**src/rtl/majority_vote_sched_pkg.sv**
```systemverilog
// Shared types and constants for the majority-vote scheduler.
// Holds the FSM state encoding, vote width, voting threshold and a popcount helper.
package majority_vote_sched_pkg;

  localparam int VOTE_W     = 5;
  localparam int MAJ_THRESH = 3;

  typedef enum logic [1:0] {
    IDLE  = 2'd0,
    LATCH = 2'd1,
    EVAL  = 2'd2,
    ACK   = 2'd3
  } state_t;

  function automatic logic [2:0] popcnt5(input logic [VOTE_W-1:0] v);
    logic [2:0] n;
    n = '0;
    for (int i = 0; i < VOTE_W; i++) begin
      n = n + {2'b00, v[i]};
    end
    return n;
  endfunction

endpackage

```
**src/rtl/majority_vote_sched_if.sv**
```systemverilog
// Requester-side bus of the majority-vote scheduler: req/votes in, ack and result out.
// MAJ_SCHED_POPCNT_EN adds the vote_cnt output.
interface majority_vote_sched_if #(
  parameter int NREQ = 4,
  parameter int IDW  = 2
);
  logic [NREQ-1:0]   req;
  logic [NREQ*5-1:0] votes;
  logic [NREQ-1:0]   ack;
  logic              busy;
  logic              valid;
  logic              result;
  logic [IDW-1:0]    result_id;
`ifdef MAJ_SCHED_POPCNT_EN
  logic [2:0]        vote_cnt;

  modport master (output req, votes,
                  input  ack, busy, valid, result, result_id, vote_cnt);
  modport slave  (input  req, votes,
                  output ack, busy, valid, result, result_id, vote_cnt);
`else
  modport master (output req, votes,
                  input  ack, busy, valid, result, result_id);
  modport slave  (input  req, votes,
                  output ack, busy, valid, result, result_id);
`endif
endinterface

```
**src/rtl/majority.sv**
```systemverilog
// Combinational 5-input majority voter: z1 is high when at least three inputs are high.
module majority (
  input  logic x1,
  input  logic x2,
  input  logic x3,
  input  logic x4,
  input  logic x5,
  output logic z1
);
  logic [2:0] cnt;

  assign cnt = {2'b00, x1} + {2'b00, x2} + {2'b00, x3} + {2'b00, x4} + {2'b00, x5};
  assign z1  = (cnt >= 3'd3);
endmodule

```
**src/rtl/majority_vote_sched_rr_arbiter.sv**
```systemverilog
// Round-robin arbiter: first active request found searching upward from ptr, wrapping at NREQ-1.
module rr_arbiter #(
  parameter int NREQ = 4,
  parameter int IDW  = 2
) (
  input  logic [NREQ-1:0] req,
  input  logic [IDW-1:0]  ptr,
  output logic [NREQ-1:0] grant,
  output logic [IDW-1:0]  idx,
  output logic            any
);
  int c;

  always_comb begin
    grant = '0;
    idx   = '0;
    any   = 1'b0;
    c     = 0;
    for (int k = 0; k < NREQ; k++) begin
      c = int'(ptr) + k;
      if (c >= NREQ) c = c - NREQ;
      if (!any && req[c]) begin
        any      = 1'b1;
        grant[c] = 1'b1;
        idx      = IDW'(c);
      end
    end
  end
endmodule

```
**src/rtl/majority_vote_sched.sv**
```systemverilog
// Time-shares one majority voter among NREQ requesters with round-robin arbitration.
// Optional MAJ_SCHED_POPCNT_EN registers the popcount of the latched vote as vote_cnt.
//
//   state | meaning
//   IDLE  | wait for any req, capture round-robin winner
//   LATCH | copy winner's votes into the voter register
//   EVAL  | register voter output and winner id
//   ACK   | ack/valid pulse, advance round-robin pointer
module majority_vote_sched
  import majority_vote_sched_pkg::*;
#(
  parameter int NREQ = 4,
  parameter int IDW  = 2
) (
  input  logic                 clk,
  input  logic                 rst_n,
  majority_vote_sched_if.slave bus
);

  state_t              state_q, state_d;
  logic [IDW-1:0]      winner_q, ptr_q, ptr_nxt, grant_idx, result_id_q;
  logic [NREQ-1:0]     grant, grant_q, ack_q;
  logic                grant_any;
  logic [VOTE_W-1:0]   vote_q;
  logic [VOTE_W-1:0]   vote_arr [NREQ];
  logic                z1, result_q, valid_q;
`ifdef MAJ_SCHED_POPCNT_EN
  logic [2:0]          vote_cnt_q;
`endif

  for (genvar i = 0; i < NREQ; i++) begin : g_votes
    assign vote_arr[i] = bus.votes[VOTE_W*i +: VOTE_W];
  end

  rr_arbiter #(.NREQ(NREQ), .IDW(IDW)) u_arb (
    .req   (bus.req),
    .ptr   (ptr_q),
    .grant (grant),
    .idx   (grant_idx),
    .any   (grant_any)
  );

  // Bit 4 of the vote vector is x1, bit 0 is x5.
  majority u_vote (
    .x1 (vote_q[4]),
    .x2 (vote_q[3]),
    .x3 (vote_q[2]),
    .x4 (vote_q[1]),
    .x5 (vote_q[0]),
    .z1 (z1)
  );

  assign ptr_nxt = (winner_q == IDW'(NREQ-1)) ? '0 : winner_q + IDW'(1);

  always_ff @(posedge clk or negedge rst_n) begin
    if (!rst_n) state_q <= IDLE;
    else        state_q <= state_d;
  end

  always_comb begin
    state_d = state_q;
    case (state_q)
      IDLE:    if (grant_any) state_d = LATCH;
      LATCH:   state_d = EVAL;
      EVAL:    state_d = ACK;
      ACK:     state_d = IDLE;
      default: state_d = IDLE;
    endcase
  end

  // ack/valid are loaded on the EVAL->ACK edge so they are flop outputs, high only in ACK.
  always_ff @(posedge clk or negedge rst_n) begin
    if (!rst_n) begin
      winner_q    <= '0;
      grant_q     <= '0;
      ptr_q       <= '0;
      vote_q      <= '0;
      result_q    <= 1'b0;
      result_id_q <= '0;
      ack_q       <= '0;
      valid_q     <= 1'b0;
`ifdef MAJ_SCHED_POPCNT_EN
      vote_cnt_q  <= '0;
`endif
    end else begin
      ack_q   <= '0;
      valid_q <= 1'b0;
      case (state_q)
        IDLE: begin
          if (grant_any) begin
            winner_q <= grant_idx;
            grant_q  <= grant;
          end
        end
        LATCH: vote_q <= vote_arr[winner_q];
        EVAL: begin
          result_q    <= z1;
          result_id_q <= winner_q;
          ack_q       <= grant_q;
          valid_q     <= 1'b1;
`ifdef MAJ_SCHED_POPCNT_EN
          vote_cnt_q  <= popcnt5(vote_q);
`endif
        end
        ACK:     ptr_q <= ptr_nxt;
        default: ;
      endcase
    end
  end

  assign bus.ack       = ack_q;
  assign bus.valid     = valid_q;
  assign bus.busy      = (state_q != IDLE);
  assign bus.result    = result_q;
  assign bus.result_id = result_id_q;
`ifdef MAJ_SCHED_POPCNT_EN
  assign bus.vote_cnt  = vote_cnt_q;
`endif

endmodule

```
**src/flat_wrapper.sv**
```systemverilog
// flat-port wrapper written by rule: the top's interface ports become plain ports
module majority_vote_sched_flat import majority_vote_sched_pkg::*;
#(
  parameter int NREQ = 4,
  parameter int IDW  = 2
)
  (clk, rst_n, bus_req, bus_votes, bus_ack, bus_busy, bus_valid, bus_result, bus_result_id);
  majority_vote_sched_if #(.NREQ(NREQ), .IDW(IDW)) bus_i ();
  input  logic clk;
  input  logic rst_n;
  input wire logic [$bits(bus_i.req)-1:0] bus_req;
  input wire logic [$bits(bus_i.votes)-1:0] bus_votes;
  output wire logic [$bits(bus_i.ack)-1:0] bus_ack;
  output wire logic [$bits(bus_i.busy)-1:0] bus_busy;
  output wire logic [$bits(bus_i.valid)-1:0] bus_valid;
  output wire logic [$bits(bus_i.result)-1:0] bus_result;
  output wire logic [$bits(bus_i.result_id)-1:0] bus_result_id;
  assign bus_i.req = bus_req;
  assign bus_i.votes = bus_votes;
  assign bus_ack = bus_i.ack;
  assign bus_busy = bus_i.busy;
  assign bus_valid = bus_i.valid;
  assign bus_result = bus_i.result;
  assign bus_result_id = bus_i.result_id;
  majority_vote_sched #(.NREQ(NREQ), .IDW(IDW)) u_core (.clk(clk), .rst_n(rst_n), .bus(bus_i));
endmodule
```
**config.mk**
```make
export PLATFORM = sky130hd
export DESIGN_NAME = majority_vote_sched_flat
export DESIGN_NICKNAME = d
export VERILOG_FILES = /design/src/rtl/majority_vote_sched_pkg.sv /design/src/rtl/majority_vote_sched_if.sv /design/src/rtl/majority.sv /design/src/rtl/majority_vote_sched_rr_arbiter.sv /design/src/rtl/majority_vote_sched.sv /design/src/flat_wrapper.sv
export SDC_FILE = /design/constraint.sdc
export NUM_CORES = 1
export LEC_CHECK = 0
export CAP_MARGIN = 5
export CORE_MARGIN = 1
export CORE_UTILIZATION = 51
export CTS_CLUSTER_DIAMETER = 60
export DETAILED_ROUTE_END_ITERATION = 7
export PLACE_DENSITY = 0.81
export SYNTH_ARGS = -nofsm -noshare
export SYNTH_HDL_FRONTEND = slang
export SYNTH_HIERARCHICAL = 1
export SYNTH_SLANG_ARGS = --single-unit
export TNS_END_PERCENT = 10
```
**constraint.sdc**
```tcl
create_clock -name clk -period 3.5 [get_ports clk]
set_input_delay 0.875 -clock clk [delete_from_list [all_inputs] [get_ports clk]]
set_output_delay 0.875 -clock clk [all_outputs]
set_load 0.03 [all_outputs]
```
==> reports/results.ini, run 1 <==
[grt]
grt_max_degree=24
grt_pass1_vias=1157
grt_overflow=0
antenna_found_initial=0
grt_first_pass_wirelength_um=5200
track_usage=0.203

[clock_tree]
post_cts_buffers=0
clk_pin_slew_worst_paths_ns=0.12
cts_buffers=3
cts-root-buf=clkbuf_4
clock_latency_ns=0.31
max-clock-path-buffers=2
clkSinkCount=23
cts_tree=built
ctsHoldBuffers=0
ctsResizeCount=0
htreeDepth=1

[setup_path]
crit_type=in2reg
critPathMaxFanout=13
endpoint_kind=flip-flop
reg2reg_to=u_core/winner_q[1]
r2r_cells=7
worstPathCellList=clkdlybuf4s50_1 > mux4_1 > nor4b_4 > nor2_1 > a32o_1 > mux2_1
cp_slowest_cell=mux4_1
startpoint_type=input pin
cp.arrival_ns=3.14
r2r_slack_ns=0.78
cpPeakStageDelay_ns=0.75
r2r-start=u_core/ptr_q[1]
crit_required_ns=3.71

[sta]
fin_worst_skew_ns=0.00167
hold_viol_final=0
timing.final.ws_setup_ns=0.562
finalSetupViolations=0
fin_crit_sh=0.839
period_minus_slack_ns=2.94
slew_headroom=0.324
max_freq_mhz=340
grt_setup_unrepaired=no
slew_violations=0
worst_pin_slew_ns=1.01
setup-tns-final_ns=0

[power]
powerDensity_nw_per_um2=856
power.leakage_nw=0.917
peakVddDrop_uv=534

[hold_path]
whs_path_depth=1
min_from=u_core/grant_q[2]
hold_path_end=u_core/bus.ack[2]
hp-class=reg2reg

[logic_synthesis]
synth-edff-count=0
syn_inst=139
synthesis.area_sq_um=1650
synth_fp_nets=184
yosysTopAreaCell=dfrtp_1
synth_top_area_frac=0.350
syn_area_per_cell_sq_um=11.8
ys_seq_elements=23
synth_cell_types=31
ys.warnings.count=6
synth_seq_area_share=0.350
async_reset_ff_frac=1.00
yosys-top-cells-area=dfrtp_1, ha_1, mux2i_1
synth_ff_type=dfrtp_1

[final_layout]
stdcell_count=217
final_nets=219
utilization=0.661
synthToLayoutAreaGrowth_pct=22.6
drive_gt1_frac=0.0925
diodes=0

[floorplan]
ioPinCount=35
start_util=0.539
rows=20
die_w_um=58.8
coreArea_sq_um=3050
dieArea_sq_um=3460
fp.dieH_um=58.8

[placement]
dp_slack_ns=0.222
hpwl_um=2470
gp_congestion=0.777
dpl.cell_count=213
io_buffers=34

[drt]
wl_um=3210
wl_per_cell_um=14.8
drtPass1Iterations=4
vias=1168
drt_iter0_markers=13
ant_nets=0
vias_per_cell=5.38
drc=0

[run_status]
outcome=completed

[flow_run]
cap_violations=0

[critical path, delay by kind of cell]
kind | cells | cell delay, ns
AOI/OAI and AO/OA | 1 | 0.21
and+or+nand+nor | 2 | 0.56
buffers and inverters | 1 | 0.47
muxes | 2 | 1.02
[worst max-delay path by stage]
stage / to / from / slack, ns / cells after the start
CTS: u_core/winner_q[1] / bus_req[2] / 0.58 / 6
global route: u_core/winner_q[1] / bus_req[3] / 0.42 / 6
finish: u_core/winner_q[1] / bus_req[2] / 0.56 / 6
global placement: u_core/winner_q[1] / bus_req[2] / 0.33 / 6
floorplan: u_core/winner_q[1] / bus_req[2] / 1.01 / 5
detailed placement: u_core/winner_q[1] / bus_req[2] / 0.22 / 6
[sequential cells by signal (all words and copies together), names as in the netlist]
signal	cells
u_core/vote_q	5
u_core/bus.ack	4
u_core/grant_q	4
u_core/bus.result_id	2
u_core/ptr_q	2
u_core/state_q	2
u_core/winner_q	2
u_core/bus.result	1
u_core/bus.valid	1
[through the flow]
stage                     power [mW]  cell area, sq um  hold slack [ns]
after floorplan                 1.37              1650            0.455
after global placement          1.54              1990            0.467
after detailed placement        1.61              1990            0.478
after CTS                       1.74              2020            0.506
after global routing            1.87              2020            0.528
final                           1.73              2020            0.503
[layer usage]
layer  vias up  global-route usage  part of all wire
met2        18               0.370              0.53
met3         4              0.0505             0.034
met5         -                   0                 0
li1        568                   -                 -
met1       578               0.243              0.43
met4         0              0.0374            0.0059
[kinds of logic (layout without fill, tap and decap cells)]
group | count (synthesis) | after routing | synth area share
multiplexers | 30 | 30 | 0.230
AND/OR/NAND/NOR | 25 | 25 | 0.0980
AO/OA/AOI/OAI | 23 | 23 | 0.102
flip-flops | 23 | 23 | 0.350
adder cells (fa/ha/maj) | 19 | 19 | 0.153
buffers and inverters | 19 | 53 | 0.0669
[cells in the final DEF (no fill, tap or decap), drive strengths merged]
cell type	n
inv	14
o31ai	1
a32o	1
dfrtp	23
nand2b	8
mux2i	12
mux4	4
nor4	1
and2	4
mux2	14
ha	17
a21oi	1
nor4b	1
nor3	1
or2	1
and2b	1
a22oi	8
nor2	4
fa	2
nand2	3
clkbuf	4
nor3b	1
o311ai	1
o211ai	1
buf	1
clkdlybuf4s50	34
o221ai	5
o21ai	5
[cell usage after synthesis (2+ instances only)]
cell and count:
ha_1 17, mux4_1 3, and2_1 4, nand2_1 2, mux2_1 6, o21ai_0 5
nor2_1 4, a22oi_1 8, nand2b_1 8, dfrtp_1 23, fa_1 2, o221ai_1 5
buf_6 3, mux2_2 8, inv_1 14, mux2i_1 12
[final cells by class]
class | instances | area [sq um]
inverter | 14 | 52.6
multi-input combinational | 97 | 961
sequential | 23 | 576
tap | 44 | 55.1
clock buffer | 4 | 26.3
timing repair buffer | 35 | 348
fill | 248 | 1030
[where the power goes]
group	internal [mW]	total, mW	switching [mW]
Sequential	0.382	0.499	0.117
Combinational	0.543	1.11	0.565
Clock	0.0446	0.120	0.0756
(Power assumes the default switching activity.)
==> inputs of run 2 (changes only) <==
==> constraint.sdc (replaced) <==
create_clock -name clk -period 2.9 [get_ports clk]
set_input_delay 0.725 -clock clk [delete_from_list [all_inputs] [get_ports clk]]
set_output_delay 0.725 -clock clk [all_outputs]
set_load 0.03 [all_outputs]
==> reports/results.ini, run 2 (synthesized netlist as in run 1, its figures left out) <==
[clock_tree]
cts_buffers=3  ; unchanged
ctsHoldBuffers=0  ; unchanged
clk_pin_slew_worst_paths_ns=0.12  ; about the same
ctsResizeCount=0  ; unchanged
clock_latency_ns=0.30  ; about the same
htreeDepth=1  ; unchanged
cts_tree=built
max-clock-path-buffers=2  ; unchanged
cts-root-buf=clkbuf_4
clkSinkCount=23  ; unchanged
post_cts_buffers=0  ; unchanged

[drt]
wl_um=3130  ; -2.6%
drc=0  ; unchanged
wl_per_cell_um=14.1  ; -4.8%
ant_nets=0  ; unchanged
drt_iter0_markers=24  ; +11
vias_per_cell=5.31  ; -1.3%
vias=1179  ; +0.94%
drtPass1Iterations=4  ; unchanged

[sta]
max_freq_mhz=384
period_minus_slack_ns=2.60
hold_viol_final=0  ; unchanged
slew_violations=0  ; unchanged
timing.final.ws_setup_ns=0.296  ; -0.266 ns
grt_setup_unrepaired=no
fin_crit_sh=0.898
fin_worst_skew_ns=0.00550  ; +0.00382 ns
slew_headroom=0.550  ; +0.226
whs_ns=0.496  ; -0.00617 ns
finalSetupViolations=0  ; unchanged
worst_pin_slew_ns=0.675  ; -0.336 ns

[setup_path]
crit_buf_inv=1  ; unchanged
r2r-start=u_core/ptr_q[0]
r2r_cells=7  ; unchanged
r2r_slack_ns=0.41  ; -0.37 ns
reg2reg_to=u_core/winner_q[0]
worstPathCellList=clkdlybuf4s50_1 > mux4_1 > nor3_1 > nand2b_1 > nand2_2 > mux2_2
crit_type=in2reg
startpoint_type=input pin
cp_slowest_cell=mux4_1
cpPeakStageDelay_ns=0.66  ; -0.09 ns
critPathMaxFanout=6  ; -7
cp.arrival_ns=2.81  ; -0.33 ns
path_delay_family=multiplexers
endpoint_kind=flip-flop
crit_required_ns=3.10  ; -0.61 ns

[grt]
grt_overflow=0  ; unchanged
grt_pass1_vias=1219  ; +5.4%
track_usage=0.213  ; +0.00979
grt_first_pass_wirelength_um=5590  ; +7.4%
grt_max_degree=24  ; unchanged
antenna_found_initial=0  ; unchanged

[floorplan]
coreArea_sq_um=3050  ; unchanged
rows=20  ; unchanged
dieArea_sq_um=3460  ; unchanged
start_util=0.539  ; unchanged
fp.dieH_um=58.8  ; unchanged
ioPinCount=35  ; unchanged
die_w_um=58.8  ; unchanged

[placement]
dp_slack_ns=-0.0199  ; -0.242 ns
gp_congestion=0.775  ; -0.23%
dpl.cell_count=218  ; +2.3%
hpwl_um=2470  ; -0.33%
io_buffers=34  ; unchanged
dpl_cell_area_sq_um=2030  ; +1.9%

[final_layout]
synthToLayoutAreaGrowth_pct=24.9
multi_input_area_sq_um=961  ; unchanged
seq_area_sq_um=576  ; unchanged
top_register=u_core/vote_q
diodes=0  ; unchanged
final_cell_mix=clkdlybuf4s50_1, dfrtp_1, ha_1
stdcell_count=222  ; +2.3%
largest_register_ffs=5  ; unchanged
fillers=245  ; -1.2%
drive_gt1_frac=0.124  ; +0.0311
final_area_sq_um=2060  ; +1.9%
layout_commonest_cell=clkdlybuf4s50_1
final_nets=224  ; +2.3%

[power]
power.leakage_nw=0.944  ; +3.0%
peakVddDrop_uv=693  ; +30%
p_total_mw=2.13  ; +24%
powerDensity_nw_per_um2=1040  ; +21%

[flow_run]
cap_violations=0  ; unchanged

[run_status]
outcome=completed

[hold_path]
whs_path_depth=1  ; unchanged
hold_path_end=u_core/bus.ack[3]
hp-class=reg2reg
min_from=u_core/grant_q[3]

[run 2: cell types whose count changed in the layout (fill, tap and decap cells not counted), sizes merged]
cell,before,now
buf,1,6
clkbuf,4,3
clkinv,0,1
[run 2: through the flow]
step           TNS, ns  utilization
5_1_grt              0        0.674
4_1_cts              0        0.674
2_1_floorplan        0            -
3_5_place_dp   -0.0394        0.665
6_report             0        0.674
3_3_place_gp         0        0.665
[run 2: metal layers]
metal  track usage  part of all wire  up-vias
met5             0                 0        -
met2         0.346              0.51       23
met4        0.0442            0.0048        0
met1         0.292              0.45      570
met3        0.0505             0.033        2
li1              -                 -      584
[run 2: area by class of cell]
cell class              instances  share of cell area
inverters                      14              0.0255
repair buffers                 40               0.187
multi-input cells              97               0.467
well taps                      44              0.0268
clock inverters                 1             0.00243
clock buffers                   3              0.0109
flip-flops and latches         23               0.280
[run 2: worst max path at each step]
stage,start,endpoint,slack (ns),cells past startpoint
floorplan,u_core/ptr_q[0],u_core/winner_q[1],0.47,9
global placement,bus_req[2],u_core/state_q[1],0.06,6
detailed placement,bus_req[2],u_core/winner_q[0],-0.02,6
CTS,u_core/state_q[1],bus_busy,0.32,4
global route,u_core/ptr_q[0],u_core/grant_q[0],0.22,8
finish,bus_req[2],u_core/winner_q[0],0.30,6
[run 2: report_power, final]
group / internal [mW] / switching [mW] / leakage (nW)
Sequential: 0.461 / 0.136 / 0.290
Clock: 0.0514 / 0.0899 / 0.0177
Combinational: 0.694 / 0.702 / 0.637
==> inputs of run 3 (changes only) <==
--- a/config.mk
+++ b/config.mk
@@ -11,6 +11,7 @@
 export CTS_CLUSTER_DIAMETER = 60
 export DETAILED_ROUTE_END_ITERATION = 7
 export PLACE_DENSITY = 0.81
+export SKIP_CTS_REPAIR_TIMING = 1
 export SYNTH_ARGS = -nofsm -noshare
 export SYNTH_HDL_FRONTEND = slang
 export SYNTH_HIERARCHICAL = 1
==> results of run 3 <==
The final DEF is identical to that of run 2; final timing and power are the same.
